--- src/rtl/request_encoder_if.sv ---
// Request/index bundle for request_encoder: request capture lines in,
// one encoded index out per accepted handshake.
interface request_encoder_if #(
  parameter int SEL_W = 2
);
  localparam int NUM_REQ = 2 ** SEL_W;

  // Handshake: idx transfers on a cycle where idx_valid && idx_ready at the
  // rising clk edge. While idx_valid is high and idx_ready low, idx and
  // idx_valid stay stable. idx_ready while idx_valid is low is ignored.
  logic               ena;
  logic [NUM_REQ-1:0] req_in;
  logic               idx_ready;
  logic [SEL_W-1:0]   idx;
  logic               idx_valid;
  logic [NUM_REQ-1:0] pending;
  logic               coalesced;
  logic               state_dbg;

  modport master (
    output ena, req_in, idx_ready,
    input  idx, idx_valid, pending, coalesced, state_dbg
  );

  modport slave (
    input  ena, req_in, idx_ready,
    output idx, idx_valid, pending, coalesced, state_dbg
  );
endinterface

--- src/rtl/request_encoder.sv ---
// Sequential 2^SEL_W-to-SEL_W request encoder: collects request lines into a
// pending set and presents one index per handshake. REQ_ENC_RR_PRIORITY_EN selects round-robin pick.
module request_encoder #(
  parameter int SEL_W = 2
) (
  input logic              clk,
  input logic              reset_n,
  request_encoder_if.slave bus
);
  localparam int NUM_REQ = 2 ** SEL_W;

  typedef enum logic {
    IDLE    = 1'b0,
    PRESENT = 1'b1
  } state_t;

  state_t             state;
  state_t             state_next;
  logic [SEL_W-1:0]   idx_r;
  logic [SEL_W-1:0]   idx_next;
  logic [NUM_REQ-1:0] pend_r;
  logic [NUM_REQ-1:0] pend_next;
  logic [NUM_REQ-1:0] clr_mask;
  logic [NUM_REQ-1:0] rem;
  logic [NUM_REQ-1:0] cap;
  logic               coal_r;
  logic               coal_next;
  logic               accept;
  logic [SEL_W-1:0]   start;

  // First set bit scanning upward from start, wrapping around.
  function automatic logic [SEL_W-1:0] pick(input logic [NUM_REQ-1:0] v,
                                            input logic [SEL_W-1:0]   from);
    logic [SEL_W-1:0] j;
    logic             found;
    pick  = '0;
    found = 1'b0;
    for (int i = 0; i < NUM_REQ; i++) begin
      j = from + SEL_W'(i);
      if (!found && v[j]) begin
        pick  = j;
        found = 1'b1;
      end
    end
  endfunction

  assign accept    = (state == PRESENT) && bus.idx_ready;
  assign clr_mask  = accept ? (NUM_REQ'(1) << idx_r) : '0;
  assign rem       = pend_r & ~clr_mask;
  assign cap       = bus.ena ? bus.req_in : '0;
  // Set wins over clear, so a bit re-requested while being accepted survives.
  assign pend_next = rem | cap;
  assign coal_next = |(cap & rem);

`ifdef REQ_ENC_RR_PRIORITY_EN
  logic [SEL_W-1:0] last_r;

  always_ff @(posedge clk or negedge reset_n) begin
    if (!reset_n) begin
      last_r <= SEL_W'(NUM_REQ - 1);
    end else if (accept) begin
      last_r <= idx_r;
    end
  end

  // On an accept the grant just made is the new "last" for the follow-on pick.
  assign start = (accept ? idx_r : last_r) + SEL_W'(1);
`else
  assign start = '0;
`endif

  always_comb begin
    state_next = state;
    idx_next   = idx_r;
    case (state)
      IDLE: begin
        if (|pend_r) begin
          idx_next   = pick(pend_r, start);
          state_next = PRESENT;
        end
      end
      PRESENT: begin
        if (accept) begin
          if (|rem) begin
            idx_next = pick(rem, start);
          end else begin
            state_next = IDLE;
          end
        end
      end
      default: state_next = IDLE;
    endcase
  end

  always_ff @(posedge clk or negedge reset_n) begin
    if (!reset_n) begin
      state  <= IDLE;
      idx_r  <= '0;
      pend_r <= '0;
      coal_r <= 1'b0;
    end else begin
      state  <= state_next;
      idx_r  <= idx_next;
      pend_r <= pend_next;
      coal_r <= coal_next;
    end
  end

  assign bus.idx       = idx_r;
  assign bus.idx_valid = (state == PRESENT);
  assign bus.pending   = pend_r;
  assign bus.coalesced = coal_r;
  assign bus.state_dbg = state;
endmodule

--- src/flat_wrapper.sv ---
// flat-port wrapper written by rule: the top's interface ports become plain ports
module request_encoder_flat 
#(
  parameter int SEL_W = 2
)
  (clk, reset_n, bus_ena, bus_req_in, bus_idx_ready, bus_idx, bus_idx_valid, bus_pending, bus_coalesced, bus_state_dbg);
  request_encoder_if #(.SEL_W(SEL_W)) bus_i ();
  input logic clk;
  input logic reset_n;
  input wire logic [$bits(bus_i.ena)-1:0] bus_ena;
  input wire logic [$bits(bus_i.req_in)-1:0] bus_req_in;
  input wire logic [$bits(bus_i.idx_ready)-1:0] bus_idx_ready;
  output wire logic [$bits(bus_i.idx)-1:0] bus_idx;
  output wire logic [$bits(bus_i.idx_valid)-1:0] bus_idx_valid;
  output wire logic [$bits(bus_i.pending)-1:0] bus_pending;
  output wire logic [$bits(bus_i.coalesced)-1:0] bus_coalesced;
  output wire logic [$bits(bus_i.state_dbg)-1:0] bus_state_dbg;
  assign bus_i.ena = bus_ena;
  assign bus_i.req_in = bus_req_in;
  assign bus_i.idx_ready = bus_idx_ready;
  assign bus_idx = bus_i.idx;
  assign bus_idx_valid = bus_i.idx_valid;
  assign bus_pending = bus_i.pending;
  assign bus_coalesced = bus_i.coalesced;
  assign bus_state_dbg = bus_i.state_dbg;
  request_encoder #(.SEL_W(SEL_W)) u_core (.clk(clk), .reset_n(reset_n), .bus(bus_i));
endmodule
--- config.mk ---
export PLATFORM = sky130hd
export DESIGN_NAME = request_encoder_flat
export DESIGN_NICKNAME = d
export VERILOG_FILES = /design/src/rtl/request_encoder_if.sv /design/src/rtl/request_encoder.sv /design/src/flat_wrapper.sv
export SDC_FILE = /design/constraint.sdc
export NUM_CORES = 1
export LEC_CHECK = 0
export CAP_MARGIN = 5
export CELL_PAD_IN_SITES_DETAIL_PLACEMENT = 0
export CELL_PAD_IN_SITES_GLOBAL_PLACEMENT = 1
export CORE_MARGIN = 5
export CORE_UTILIZATION = 34
export DETAILED_ROUTE_END_ITERATION = 7
export PLACE_DENSITY = 0.88
export SETUP_SLACK_MARGIN = 0.05
export SLEW_MARGIN = 20
export SYNTH_ARGS = -nofsm -noshare
export SYNTH_HDL_FRONTEND = slang
export SYNTH_SLANG_ARGS = --single-unit
--- constraint.sdc ---
create_clock -name clk -period 3.4 [get_ports clk]
set_input_delay 0.68 -clock clk [delete_from_list [all_inputs] [get_ports clk]]
set_output_delay 0.68 -clock clk [all_outputs]
set_load 0.02 [all_outputs]
==> run metrics <==
HP Class reg2reg; placed insts slightly below 90; drt pass-1 iters 4; num ports 17; outcome finished clean; share of layout cells above drive strength 1 9.211%; Worst setup SP type flip-flop; CP max FO 13; Worst-path clk slew 0.05 ns; flops & latches, synth 8; required time of the critical path roughly 2.7 ns; Routed WL ~1.3 mm; post-CTS setup buffers 0; worst path bufs/invs 1; Distinct cells, synth 31; Tcrit/Tclk final about 64%; Final WS setup between 1 and 1.5 ns; Root Buffer clkbuf_4; H-tree depth reported by CTS 1; Synth Net Count 70; first-pass GRT wire length about 2.3 mm; vias in the first global route 511; fillers 154; P per Cell Area 867.0 mW/mm²; met2 GRT Util a little under a fifth; syn avg cell area just under 9 µm²; worst-margin pin slew around 0.39 ns; drt via density ~5.7; Syn. warnings 0; GRT Overall Usage between 10% and 20%; largest net degree at the start of global routing 14; number of synthesized flops with an enable pin 0; multi-input combinational cell area ~300 µm²; ys async rst share between 90% and 100%; worst setup path class reg2out; pre-CTS WS 1.308 ns; clock latency on the worst-skew pair between 0.2 and 0.3 ns; Crit path max-delay family buffers and inverters; Setup TNS Final 0 ns; port bufs 16; CTS sink count 8; Post-DRT Antenna Nets 0; DIE AREA ~0.0025 mm²; Final Hold Fails 0; nets@finish 86; routability congestion estimate just under 0.8; clk_skew between 0.002 and 0.003 ns; Synth Flop Type dfrtp_1; total CTS buffers 3; Rel. slew slack around three quarters; detailed placement HPWL ~1.0 mm; non-filler instance count after layout 92; register area around 200 µm²; Die H 50.10 µm; crit path cell chain clkdlybuf4s50_1; Synth-to-Final Area Change 30.43%; Crit-path slowest cell clkdlybuf4s50_1; GR peak layer met2; DRC violations left 0; Initial Util 35.88%; antenna cells 0; Gate Count Post-Synth 62; chip width between 50 and 60 µm; Crit. End Element output port; initial drt markers 12; Routed WL per cell around 15 µm; P_leak approximately 0.29 nW; detailed-route via count approximately 520; CTS tree done; synthesized cell area about 550 µm²; met1 Use GR approximately 14%; Seq/Total Area, Yosys a little over a third; antenna violations before repair 0; post-route total power roughly 620 µW; # setup viols final 0; num rows 14; CP max stage delay between 0.6 and 0.7 ns; M3 GR Usage 6.627%; FMAX ~460 MHz; critical path arrival approximately 1.5 ns; Post-CTS Hold Fix Bufs 0; min cycle time layout 2.174 ns; Congestion Overflow GR 0; core area about 0.0015 mm²; # resized after CTS 0; Final Max Slew Viols 0; Max Root-Sink Buffers 2; Max VDD drop around 0.37 mV; RSZ-0062 raised after global routing false; Max Cap Viol 0
## worst paths after layout
| check | slack [ns] | depth (start not counted) | end | start |
|---|---|---|---|---|
| setup / recovery | 1.23 | 1 | bus_state_dbg | u_core.bus.idx_valid |
| hold / removal | 0.67 | 2 | u_core.bus.pending[2] | u_core.bus.pending[2] |
| setup reg to reg | 1.91 | 4 | u_core.bus.idx[0] | u_core.bus.idx[0] |
| hold reg to reg | 0.67 | 2 | u_core.bus.pending[2] | u_core.bus.pending[2] |
| max in group asynchronous | 2.40 | 1 | u_core.bus.pending[1] | reset_n |
| min in group asynchronous | 0.72 | 1 | u_core.bus.coalesced | reset_n |
## through the flow
stage / cell area (µm²) / utilization, % / hold WS (ns)
5_1_grt: 713.2 / 46.80 / 0.7116
3_5_place_dp: 690.7 / 45.32 / 0.6602
6_report: 713.2 / 46.80 / 0.6729
3_3_place_gp: 690.7 / 45.32 / 0.6511
2_1_floorplan: 546.8 / - / 0.3844
4_1_cts: 713.2 / 46.80 / 0.6670
## kinds of logic after synthesis
family / synth area share, %
flip-flops: 36.61
AO/OA/AOI/OAI: 28.38
AND/OR/NAND/NOR: 23.34
multiplexers: 3.661
buffers and inverters: 8.007
## cell usage in the layout, fill, tap and decap left out, types with 3 or more instances in the layout
cell type and n:
a21oi_1 3, nand2_1 8, o21ai_0 4, dfrtp_1 8, clkbuf_4 3, nor2b_1 3
clkdlybuf4s50_1 16, nor2_1 5
## layout make-up
class | instances | area share [%]
inverter | 2 | 1.053
clock buffer | 3 | 3.158
sequential | 8 | 28.07
multi-input combinational | 47 | 42.46
tap | 16 | 2.807
timing repair buffer | 16 | 22.46
## registers in the layout, indices dropped and copies added, names as in the netlist
| name | flops |
|---|---|
| u_core.bus.coalesced | 1 |
| u_core.bus.idx | 2 |
| u_core.bus.idx_valid | 1 |
| u_core.bus.pending | 4 |
## report_power, final
group | internal [mW] | total [mW] | switching [mW]
Clock | 0.0403 | 0.0713 | 0.0310
Combinational | 0.173 | 0.326 | 0.153
Sequential | 0.134 | 0.221 | 0.0878
## layer usage
metal / up-vias / routed length [µm]
li1: 257 / -
met1: 248 / 627
met5: - / 0
met4: 0 / 6
met3: 2 / 86
met2: 17 / 620
## cells in the mapped netlist (2+ instances only)
cell,number,area share (%)
inv_1,2,1.4
a22o_1,2,3.2
mux2i_1,2,3.7
dfrtp_1,8,37
nand2_1,8,5.5
buf_4,2,2.7
o21ai_0,4,3.7
nor2_1,5,3.4
nor2b_1,3,3.4
a2bb2oi_1,2,3.2
a21oi_1,3,2.7
nor3_1,2,1.8
## worst register-to-register path: cells and delay by family, from the launching register on
family	cells	cell delay, ns
muxes	1	0.17
DFF	1	0.54
AOI/OAI and AO/OA	3	0.67
(Power assumes the default switching activity.)
